[src/rtl/adder_pkg.sv]
// Shared definitions for the pipelined adder: stage count, width legality and mode encoding.
package adder_pkg;

    localparam logic ADD = 1'b0;
    localparam logic SUB = 1'b1;

    function automatic int nstage(input int width, input int stage_w);
        return width / stage_w;
    endfunction

    function automatic bit width_ok(input int width, input int stage_w);
        return (stage_w > 0) && (width >= stage_w) && ((width % stage_w) == 0);
    endfunction

endpackage

[src/rtl/add_slice.sv]
// Full-adder cell and the combinational W-bit ripple slice built from it; the slice
// also exposes the carry into its MSB so the top slice can derive signed overflow.
module fa (
    input  logic a_i,
    input  logic b_i,
    input  logic c_i,
    output logic s_o,
    output logic c_o
);
    assign s_o = a_i ^ b_i ^ c_i;
    assign c_o = (a_i & b_i) | (c_i & (a_i ^ b_i));
endmodule

module add_slice #(
    parameter int W = 8
) (
    input  logic [W-1:0] a_i,
    input  logic [W-1:0] b_i,
    input  logic         c_i,
    output logic [W-1:0] s_o,
    output logic         c_o,
    output logic         cmsb_o
);
    logic [W:0] c;

    assign c[0] = c_i;

    for (genvar i = 0; i < W; i++) begin : g_bit
        fa u_fa (
            .a_i (a_i[i]),
            .b_i (b_i[i]),
            .c_i (c[i]),
            .s_o (s_o[i]),
            .c_o (c[i+1])
        );
    end

    assign c_o    = c[W];
    assign cmsb_o = c[W-1];
endmodule

[src/rtl/pipe_adder_n.sv]
// Pipelined ripple-carry adder/subtractor: one STAGE_W slice resolved per stage, carry
// registered between stages, global-enable valid/ready pipeline with backpressure.
module pipe_adder_n
    import adder_pkg::*;
#(
    parameter int WIDTH   = 32,
    parameter int STAGE_W = 8
) (
    input  logic             clk,
    input  logic             rst,
    input  logic             in_valid,
    output logic             in_ready,
    input  logic [WIDTH-1:0] a,
    input  logic [WIDTH-1:0] b,
    input  logic             cin,
    input  logic             sub,
    output logic             out_valid,
    input  logic             out_ready,
    output logic [WIDTH-1:0] sum,
    output logic             cout,
    output logic             ovf
);
    localparam int NSTAGE = nstage(WIDTH, STAGE_W);

    if (!width_ok(WIDTH, STAGE_W)) begin : g_bad_width
        $error("pipe_adder_n: WIDTH must be a positive multiple of STAGE_W");
    end

    logic             adv;

    // a_q/b_q carry the operand slices not yet consumed; s_q holds the resolved lower sum.
    logic [WIDTH-1:0] a_q [NSTAGE];
    logic [WIDTH-1:0] b_q [NSTAGE];
    logic [WIDTH-1:0] s_q [NSTAGE];
    logic             c_q [NSTAGE];
    logic             v_q [NSTAGE];
    logic             ovf_q;

    logic [WIDTH-1:0] a_d  [NSTAGE];
    logic [WIDTH-1:0] b_d  [NSTAGE];
    logic [WIDTH-1:0] s_d  [NSTAGE];
    logic             c_d  [NSTAGE];
    logic             cm_d [NSTAGE];
    logic             v_d  [NSTAGE];
    logic             ovf_d;

    assign adv      = !v_q[NSTAGE-1] | out_ready;
    assign in_ready = adv;

    for (genvar k = 0; k < NSTAGE; k++) begin : g_stage
        logic [WIDTH-1:0]   a_in;
        logic [WIDTH-1:0]   b_in;
        logic [WIDTH-1:0]   s_in;
        logic               c_in;
        logic               v_in;
        logic [STAGE_W-1:0] s_slice;
        logic [WIDTH-1:0]   s_nx;

        // Stage 0 takes the raw beat; subtraction becomes a + ~b + 1 here.
        if (k == 0) begin : g_first
            assign a_in = a;
            assign b_in = (sub == SUB) ? ~b : b;
            assign s_in = '0;
            assign c_in = (sub == SUB) ? 1'b1 : cin;
            assign v_in = in_valid;
        end else begin : g_next
            assign a_in = a_q[k-1];
            assign b_in = b_q[k-1];
            assign s_in = s_q[k-1];
            assign c_in = c_q[k-1];
            assign v_in = v_q[k-1];
        end

        add_slice #(.W(STAGE_W)) u_slice (
            .a_i    (a_in[k*STAGE_W +: STAGE_W]),
            .b_i    (b_in[k*STAGE_W +: STAGE_W]),
            .c_i    (c_in),
            .s_o    (s_slice),
            .c_o    (c_d[k]),
            .cmsb_o (cm_d[k])
        );

        always_comb begin
            s_nx                        = s_in;
            s_nx[k*STAGE_W +: STAGE_W] = s_slice;
        end

        assign a_d[k] = a_in;
        assign b_d[k] = b_in;
        assign s_d[k] = s_nx;
        assign v_d[k] = v_in;
    end

    assign ovf_d = cm_d[NSTAGE-1] ^ c_d[NSTAGE-1];

    // Data only loads behind a valid beat, so the output holds its last result across bubbles.
    always_ff @(posedge clk) begin
        if (rst) begin
            for (int k = 0; k < NSTAGE; k++) begin
                v_q[k] <= 1'b0;
                a_q[k] <= '0;
                b_q[k] <= '0;
                s_q[k] <= '0;
                c_q[k] <= 1'b0;
            end
            ovf_q <= 1'b0;
        end else if (adv) begin
            for (int k = 0; k < NSTAGE; k++) begin
                v_q[k] <= v_d[k];
                if (v_d[k]) begin
                    a_q[k] <= a_d[k];
                    b_q[k] <= b_d[k];
                    s_q[k] <= s_d[k];
                    c_q[k] <= c_d[k];
                end
            end
            if (v_d[NSTAGE-1]) begin
                ovf_q <= ovf_d;
            end
        end
    end

    assign out_valid = v_q[NSTAGE-1];
    assign sum       = s_q[NSTAGE-1];
    assign cout      = c_q[NSTAGE-1];
    assign ovf       = ovf_q;

endmodule

[config.mk]
export PLATFORM = sky130hd
export DESIGN_NAME = pipe_adder_n
export DESIGN_NICKNAME = d
export VERILOG_FILES = /design/src/rtl/adder_pkg.sv /design/src/rtl/add_slice.sv /design/src/rtl/pipe_adder_n.sv
export SDC_FILE = /design/constraint.sdc
export NUM_CORES = 1
export LEC_CHECK = 0
export CAP_MARGIN = 5
export CORE_MARGIN = 2
export CORE_UTILIZATION = 30
export CTS_CLUSTER_DIAMETER = 30
export DETAILED_ROUTE_END_ITERATION = 12
export PLACE_DENSITY = 0.57
export SYNTH_ARGS = -nofsm -noshare
export SYNTH_HDL_FRONTEND = slang
export SYNTH_SLANG_ARGS = --single-unit
[constraint.sdc]
create_clock -name clk -period 7.2 [get_ports clk]
set_clock_uncertainty 0.15 [all_clocks]
set_input_delay 1.8 -clock clk [delete_from_list [all_inputs] [get_ports clk]]
set_output_delay 1.8 -clock clk [all_outputs]
set_load 0.1 [all_outputs]
==> results of run 1 <==
-- through the flow --
| stage | hold slack [ns] | utilization | worst slack (ns) | instances | instance area, um^2 |
|---|---|---|---|---|---|
| 2_1_floorplan | 0.344 | - | 1.23 | 495 | 7990 |
| 3_3_place_gp | 0.355 | 0.358 | 1.14 | 917 | 9340 |
| 3_5_place_dp | 0.351 | 0.358 | 1.01 | 917 | 9340 |
| 4_1_cts | 0.361 | 0.379 | 1.46 | 949 | 9900 |
| 5_1_grt | 0.375 | 0.379 | 1.37 | 949 | 9900 |
| 6_report | 0.363 | 0.379 | 1.46 | 949 | 9900 |
-- metal layers --
| metal | vias to the layer above | GRT usage |
|---|---|---|
| li1 | 1864 | - |
| met1 | 1716 | 0.130 |
| met2 | 75 | 0.163 |
| met3 | 12 | 0.0246 |
| met4 | 0 | 0.0352 |
| met5 | - | 0 |
-- report_power, final --
part | switching [mW] | total [mW] | internal, mW | leakage, nW
Sequential | 0.0214 | 1.29 | 1.26 | 1.98
Combinational | 0.175 | 0.280 | 0.105 | 1.47
Clock | 0.387 | 0.865 | 0.478 | 0.259
Total | 0.584 | 2.43 | 1.85 | 3.71
-- cell families (layout without fill, tap and decap cells) --
| group | Yosys count | count (layout) | share of synthesized area |
|---|---|---|---|
| buffers and inverters | 52 | 171 | 0.0327 |
| DFF | 185 | 185 | 0.694 |
| AOI/OAI and AO/OA | 6 | 6 | 0.00548 |
| adders and majority gates | 32 | 32 | 0.0802 |
| and+or+nand+nor | 187 | 187 | 0.152 |
| xor gates and xnor gates | 33 | 33 | 0.0362 |
-- final cells by class --
class	count	area, um^2
fill	2507	16200
sequential	185	5550
multi-input combinational	258	2190
inverter	30	115
timing repair buffer	109	1080
clock inverter	13	121
tap	335	419
clock buffer	19	433
-- registers in the layout, indices dropped and copies added (netlist names) --
signal	cells
s_q	80
a_q	48
b_q	48
c_q	4
v_q	4
ovf	1
-- worst paths after layout --
check / slack, ns / from / end / depth (start not counted)
hold / removal: 0.36 / s_q[2][10]$_SDFFCE_PN0P_ / s_q[3][10]$_SDFFCE_PN0P_ / 1
setup reg to reg: 2.57 / c_q[2]$_SDFFCE_PN0P_ / ovf$_SDFFE_PP0P_ / 12
setup / recovery: 1.46 / b[0] / s_q[0][7]$_SDFFCE_PN0P_ / 12
hold reg to reg: 0.36 / s_q[2][10]$_SDFFCE_PN0P_ / s_q[3][10]$_SDFFCE_PN0P_ / 1
-- synthesized netlist by cell type, drive strengths merged --
master  count
edfxtp    184
and2      142
nor2       38
fa         32
xnor2      32
inv        30
buf        18
a21o        4
clkbuf      4
nand3b      3
nor2b       2
a21oi       1
a311oi      1
dfxtp       1
nand2b      1
nor3b       1
xor2        1
-- layout by cell type, fill, tap and decap left out, types with 3 or more instances in the layout --
cell and n:
edfxtp_1 184, and2_1 112, clkdlybuf4s50_1 104, nor2_1 38
xnor2_1 32, fa_1 32, and2_4 30, inv_1 26
clkbuf_16 17, clkinv_4 5, buf_4 4, nand3b_4 3
inv_2 3, clkinvlp_4 3
==> flow_summary.json, run 1 <==
{
  "power.ir.vdd_worst_v": 0.000141,
  "critical_path_peak_fanout": 1,
  "drcViolationCount": 4,
  "run_status": "finished, violations left",
  "seq_area_frac_synth": 0.694,
  "path_buf_inv": 2,
  "worstPathCellList": "clkdlybuf4s50_1 -> xnor2_1 -> fa_1 -> fa_1 -> fa_1 -> fa_1 -> fa_1 -> fa_1 -> fa_1 -> inv_1 -> fa_1 -> and2_1",
  "timing_hold_violations_final": 0,
  "cts.hold.buffers_added": 0,
  "routed-via-count": 3667,
  "crit_path_end_kind": "flop",
  "cap_viol_max_count": 0,
  "grt_setup_unrepaired": "false",
  "power_density_over_cell_area_mw_per_mm2": 246,
  "die_x_um": 167,
  "yosysTopAreaCell": "edfxtp_1",
  "crit_type": "in2reg",
  "wl_per_cell_um": 13.6,
  "numCtsBuffers": 17,
  "grt_pass1_wl_um": 21700,
  "syn_inst": 495,
  "remaining_max_slew_budget_at_the_tightest_pin": 0.264,
  "start_kind": "input port",
  "worst_ep_arrival_time_ns": 5.77,
  "htree_levels": 4,
  "hpwlAfterDp_um": 9200,
  "drv_slew": 0,
  "totalNegativeSetupSlack_ns": 0,
  "syn-num-nets": 597,
  "route.met2.wl_um": 6090,
  "antenna_found_initial": 0,
  "floorplan.core_area_mm2": 0.0261,
  "overall_die_area_mm2": 0.0280,
  "clk_path_buf_depth": 2,
  "ys_warns": 0,
  "post_cts_buffers": 0,
  "post_route_cells_drive_above_1_share": 0.121,
  "p_leak_nw": 3.71,
  "cp_slowest_stage_delay_ns": 0.43,
  "cts_sinks": 185,
  "achievable-frequency_mhz": 174,
  "grt_overflow_total": 0,
  "viasPerCell": 3.86,
  "synth-seq-cells": 185,
  "clk_pin_slew_worst_paths_ns": 0.07,
  "violations": "DRC",
  "floorplan.io_pins": 106,
  "cts_tree": "built",
  "maximum_number_of_pins_on_one_net_before_global_route_repair": 58,
  "worst_path_max_delay_cell": "clkdlybuf4s50_1",
  "detail-route-antenna-nets": 0,
  "n_antenna_cell": 0,
  "nNetsFinal": 703,
  "grt_usage": 0.0999,
  "path_common_cell": "fa_1",
  "gp_congestion": 0.705,
  "ys_types": 23,
  "clkLatencyLatePin_ns": 0.43,
  "design_power_total_mw": 2.43,
  "ctsRootBufferMaster": "clkbuf_16",
  "finalCriticalPeriod_ns": 5.74,
  "finalCritPeriodShare": 0.797,
  "netlist.area_leader.share": 0.691,
  "critical-path-top-delay-family": "adder cells",
  "post_synth_instance_area_mm2": 0.00799,
  "grt_pass1_vias": 4121,
  "wl_met1_um": 6080,
  "syn2layout_area_growth_pct": 23.8,
  "timing.hold.worst.class": "reg2reg",
  "tightestPinTransition_ns": 1.10,
  "iteration_count_of_the_initial_detailed_routing_pass": 8,
  "cts_repair_resize_count": 0,
  "timing.critical_path.required_ns": 7.23,
  "wirelength_routed_um": 12900,
  "floorplan.initialDensity": 0.306,
  "floorplan.rows": 59,
  "dr_wl_met3_um": 550,
  "dr.max_layer_used": "met4",
  "io_buffer_count": 105,
  "die_height_um": 167,
  "synth_area_leaders": "edfxtp_1 69%, and2_1 8.8%, fa_1 8.0%",
  "detailedRoute.firstIterationViolations": 172,
  "postSynthAreaPerCell_um2": 16.1,
  "finalSetupViolations": 0
}
(Power assumes the default switching activity.)
==> run 2: changes to the inputs <==
PLACE_DENSITY = 0.58   (was 0.57)
clock period = 4.73 ns   (was 7.2 ns; I/O delays follow)
==> run 2 against run 1 <==
  * The flow finishes with violations (DRC, setup timing)
  * Sequential cell count is the same
  * Routed wire length down 0.88%
  * Critical path depth stayed put
  * Critical endpoint unchanged
==> flow_summary.json, run 2 (synthesized netlist as in run 1, its figures left out) <==
{
  "cts.hold.buffers_added": 0,
  "iteration_count_of_the_initial_detailed_routing_pass": 8,
  "tightestPinTransition_ns": 1.07,
  "finalSetupViolations": 1,
  "clk_path_buf_depth": 2,
  "htree_levels": 4,
  "post-place-ws_ns": -0.527,
  "wl_per_cell_um": 13.4,
  "cap_viol_max_count": 0,
  "floorplan.initialDensity": 0.306,
  "grt_pass1_vias": 4055,
  "floorplan.io_pins": 106,
  "mostFrequentLayoutCells": "184 x edfxtp_1, 112 x and2_1, 100 x clkdlybuf4s50_1, 37 x nor2_1, 31 x xnor2_1",
  "achievable-frequency_mhz": 210,
  "floorplan.rows": 59,
  "wirelength_routed_um": 12800,
  "post_route_worst_hold_slack_ns": 0.362,
  "antenna_found_initial": 1,
  "finalCritPeriodShare": 1.01,
  "io_buffer_count": 105,
  "grt_overflow_total": 0,
  "largestRegisters": "s_q (80), a_q (48), b_q (48)",
  "p_leak_nw": 3.77,
  "grt_usage": 0.0974,
  "detailedRoute.firstIterationViolations": 171,
  "worst_r2r_startpoint": "c_q[2]$_SDFFCE_PN0P_",
  "worst_ep_arrival_time_ns": 4.79,
  "worst_setup_path_startpoint": "b[0]",
  "die_height_um": 167,
  "final_design_area_no_fill_mm2": 0.0100,
  "largest_reg_flops": 80,
  "power.ir.vdd_worst_v": 0.000240,
  "detail-route-antenna-nets": 0,
  "fin_ws_ns": -0.0341,
  "ctsRootBufferMaster": "clkbuf_16",
  "regMostFlops": "s_q",
  "numCtsBuffers": 17,
  "nNetsFinal": 706,
  "crit_path_end_kind": "flop",
  "viasPerCell": 3.88,
  "totalNegativeSetupSlack_ns": -0.0341,
  "design_power_total_mw": 3.77,
  "commonest_non_fill_non_tap_cell_in_the_layout": "edfxtp_1",
  "maximum_number_of_pins_on_one_net_before_global_route_repair": 58,
  "hpwlAfterDp_um": 9080,
  "place_area_mm2": 0.00936,
  "overall_die_area_mm2": 0.0280,
  "gp_congestion": 0.716,
  "start_kind": "input port",
  "cts_sinks": 185,
  "crit_type": "in2reg",
  "floorplan.core_area_mm2": 0.0261,
  "timing.hold.worst.class": "reg2reg",
  "routed-via-count": 3702,
  "syn2layout_area_growth_pct": 25.2,
  "power_density_over_cell_area_mw_per_mm2": 376,
  "drcViolationCount": 8,
  "timing.critical_path.required_ns": 4.76,
  "grt_setup_unrepaired": "true",
  "post_route_cells_drive_above_1_share": 0.146,
  "finalCriticalPeriod_ns": 4.76,
  "run_status": "finished, violations left",
  "timing_hold_violations_final": 0,
  "drv_slew": 0,
  "critical_path_peak_fanout": 1,
  "min_from": "a_q[0][56]$_SDFFCE_PN0P_",
  "violations": "DRC, setup timing",
  "clkLatencyLatePin_ns": 0.42,
  "remaining_max_slew_budget_at_the_tightest_pin": 0.286,
  "grt_pass1_wl_um": 21300,
  "die_x_um": 167,
  "cts_tree": "built",
  "clk_pin_slew_worst_paths_ns": 0.07
}
-- run 2: cell types whose count changed in the layout (fill, tap and decap cells not counted), moves of 2 or more --
cell | before | now
clkinvlp_4 | 3 | 1
fa_2 | 0 | 8
clkdlybuf4s50_1 | 104 | 100
fa_1 | 32 | 24
buf_4 | 4 | 8
dlymetal6s2s_1 | 0 | 2
-- run 2: final timing paths --
path | slack [ns] | depth (start not counted) | endpoint
worst min-delay path | 0.36 | 1 | a_q[0][88]$_SDFFCE_PN0P_
worst min register to register | 0.36 | 1 | a_q[0][88]$_SDFFCE_PN0P_
worst max register to register | 0.21 | 12 | ovf$_SDFFE_PP0P_
worst max-delay path | -0.03 | 12 | s_q[0][7]$_SDFFCE_PN0P_
-- run 2: critical path: stages --
cell	delay, ns
buf_6	0.10
xnor2_4	0.13
fa_2	0.38
fa_2	0.41
fa_2	0.41
fa_2	0.40
fa_2	0.40
fa_2	0.40
fa_2	0.39
inv_2	0.06
fa_1	0.37
and2_1	0.14
-- run 2: repair_timing --
item / 4_1_cts / 5_1_grt
pin swaps: 0 / 10
resized for setup: 1 / 17
setup buffers: 0 / 3
endpoints found under the setup margin: 1 / 2
-- run 2: through the flow --
stage                util  cells
global placement    0.358    917
detailed placement  0.358    917
CTS                 0.380    949
global route        0.383    952
finish              0.383    953
floorplan               -    495
-- run 2: where the power goes --
group	leakage (nW)	switching (mW)	internal, mW	total (mW)
clock	0.279	0.592	0.784	1.38
combinational	1.51	0.266	0.167	0.433
sequential	1.98	0.0335	1.92	1.96
-- run 2: routing by layer --
layer,share of wire,global-route usage
met1,0.47,0.130
met2,0.46,0.150
met3,0.048,0.0286
met4,0.016,0.0386
met5,0,0
-- run 2: layout make-up --
class	instances	area [um^2]
Clock buffer	19	433
Inverter	30	115
Tap cell	335	419
Fill cell	2464	16100
Multi-Input combinational cell	258	2230
Antenna cell	1	2.50
Clock inverter	13	148
Sequential cell	185	5550
Timing Repair Buffer	112	1120
==> run 3: changes to the inputs <==
ABC_CLOCK_PERIOD_IN_PS = 4880   (was not set)
PLACE_DENSITY = 0.57   (was 0.58)
clock period = 4.88 ns   (was 4.73 ns; I/O delays follow)
==> run 3 against run 2 <==
  * The run ends with DRC left
  * Hold slack better by 0.0034 ns
  * Cell count down 0.21%
  * Global-route usage shrank 0.24 points
  * Largest power group unchanged
  * Register-to-register slack improved by 0.12 ns
  * Clock-buffer cell count is the same
==> flow_summary.json, run 3 (synthesized netlist as in run 1, its figures left out) <==
{
  "run_status": "finished, violations left",
  "violations": "DRC",
  "timing.hold.worst.class": "reg2reg",
  "power_switching_share": 0.233,
  "final_design_area_no_fill_mm2": 0.00998,
  "finalCritPeriodShare": 0.973,
  "achievable-frequency_mhz": 211,
  "totalNegativeSetupSlack_ns": 0,
  "multi_input_area_mm2": 0.00221,
  "power_density_over_cell_area_mw_per_mm2": 370,
  "largestRegisters": "s_q (80), a_q (48), b_q (48)",
  "start_kind": "input port",
  "regMostFlops": "s_q",
  "finalCriticalPeriod_ns": 4.75,
  "clk_path_buf_depth": 2,
  "detailedRoute.firstIterationViolations": 173,
  "internal-power_mw": 2.83,
  "timing.critical_path.required_ns": 4.90,
  "storage_element_area_mm2": 0.00555,
  "die_x_um": 167,
  "maximum_number_of_pins_on_one_net_before_global_route_repair": 58,
  "nNetsFinal": 704,
  "cts.hold.buffers_added": 0,
  "gp_congestion": 0.709,
  "tightestPinTransition_ns": 1.08,
  "timing_hold_violations_final": 0,
  "cap_viol_max_count": 0,
  "grt_usage": 0.0950,
  "cts_tree": "built",
  "die_height_um": 167,
  "critical_path_peak_fanout": 1,
  "fin_ws_ns": 0.132,
  "crit_type": "in2reg",
  "floorplan.io_pins": 106,
  "grt_pass1_wl_um": 20700,
  "viasPerCell": 3.86,
  "numCtsBuffers": 17,
  "p_leak_nw": 3.75,
  "drcViolationCount": 6,
  "combinationalPowerShare": 0.112,
  "hpwlAfterDp_um": 9050,
  "wl_per_cell_um": 13.2,
  "crit_path_end_kind": "flop",
  "seq_power_share": 0.513,
  "power.net_switching_mw": 0.859,
  "commonest_non_fill_non_tap_cell_in_the_layout": "edfxtp_1",
  "power.ir.vdd_worst_v": 0.000223,
  "clk_pin_slew_worst_paths_ns": 0.07,
  "remaining_max_slew_budget_at_the_tightest_pin": 0.277,
  "wirelength_routed_um": 12600,
  "floorplan.rows": 59,
  "routed-via-count": 3673,
  "post-place-ws_ns": -0.426,
  "floorplan.initialDensity": 0.306,
  "grt_pass1_vias": 3923,
  "detail-route-antenna-nets": 0,
  "iteration_count_of_the_initial_detailed_routing_pass": 8,
  "grt_setup_unrepaired": "false",
  "grt_overflow_total": 0,
  "ctsRootBufferMaster": "clkbuf_16",
  "io_buffer_count": 105,
  "finalSetupViolations": 0,
  "htree_levels": 4,
  "place_area_mm2": 0.00937,
  "overall_die_area_mm2": 0.0280,
  "clkLatencyLatePin_ns": 0.42,
  "post_route_cells_drive_above_1_share": 0.138,
  "share_clk_of_total_power": 0.375,
  "largest_reg_flops": 80,
  "cts_sinks": 185,
  "syn2layout_area_growth_pct": 24.9,
  "post_cts_buffers": 0,
  "post-route-util": 0.382,
  "drv_slew": 0,
  "antenna_found_initial": 2,
  "mostFrequentLayoutCells": "184 x edfxtp_1, 112 x and2_1, 102 x clkdlybuf4s50_1, 38 x nor2_1, 31 x xnor2_1",
  "worst_ep_arrival_time_ns": 4.77,
  "floorplan.core_area_mm2": 0.0261,
  "nFillCells": 2466,
  "cts_repair_resize_count": 0
}
[run 3: changes by cell type in the layout (fill, tap and decap cells not counted), sizes merged]
cell,change
clkinvlp,+1
inv,+2
clkdlybuf4s50,+2
clkinv,-4
buf,-3
bufinv,+1
dlymetal6s2s,-1
[run 3: critical path, cell delays in order]
cell,delay (ns)
clkdlybuf4s50_1,0.45
inv_1,0.06
fa_2,0.38
fa_2,0.35
fa_2,0.34
fa_2,0.34
fa_2,0.34
fa_2,0.35
fa_2,0.33
inv_1,0.07
fa_1,0.39
and2_1,0.14
[run 3: path summary, 6_finish.rpt]
path	start	to	slack, ns	depth (start not counted)
hold / removal	s_q[2][10]$_SDFFCE_PN0P_	s_q[3][10]$_SDFFCE_PN0P_	0.36	1
setup reg to reg	c_q[2]$_SDFFCE_PN0P_	ovf$_SDFFE_PP0P_	0.33	12
setup / recovery	a[0]	s_q[0][7]$_SDFFCE_PN0P_	0.13	12
hold reg to reg	s_q[2][10]$_SDFFCE_PN0P_	s_q[3][10]$_SDFFCE_PN0P_	0.36	1
[run 3: per-stage QoR]
| step | hold slack, ns | power [mW] | cells |
|---|---|---|---|
| 2_1_floorplan | 0.344 | 2.21 | 495 |
| 3_3_place_gp | 0.354 | 2.34 | 918 |
| 3_5_place_dp | 0.351 | 2.35 | 918 |
| 4_1_cts | 0.365 | 3.74 | 950 |
| 5_1_grt | 0.386 | 3.85 | 950 |
| 6_report | 0.365 | 3.69 | 951 |
[run 3: power groups by stage]
stage	Combinational [mW]	Sequential, mW	Clock [mW]
floorplan	0.169	2.04	0
global placement	0.416	1.93	0
detailed placement	0.422	1.93	0
CTS	0.423	1.90	1.42
global route	0.453	1.91	1.49
finish	0.413	1.90	1.39
[run 3: per-layer routing]
metal | GRT usage | routed length (um)
met5 | 0 | 11
met4 | 0.0363 | 168
met3 | 0.0265 | 525
met2 | 0.151 | 6050
met1 | 0.124 | 5800
[run 3: layout make-up]
class                      instances  area share
antenna                            1    0.000251
clock buffer                      19      0.0434
clock inverter                    13      0.0169
inverter                          30      0.0115
multi-input combinational        258       0.222
sequential                       185       0.556
tap                              335      0.0420
timing repair buffer             110       0.109
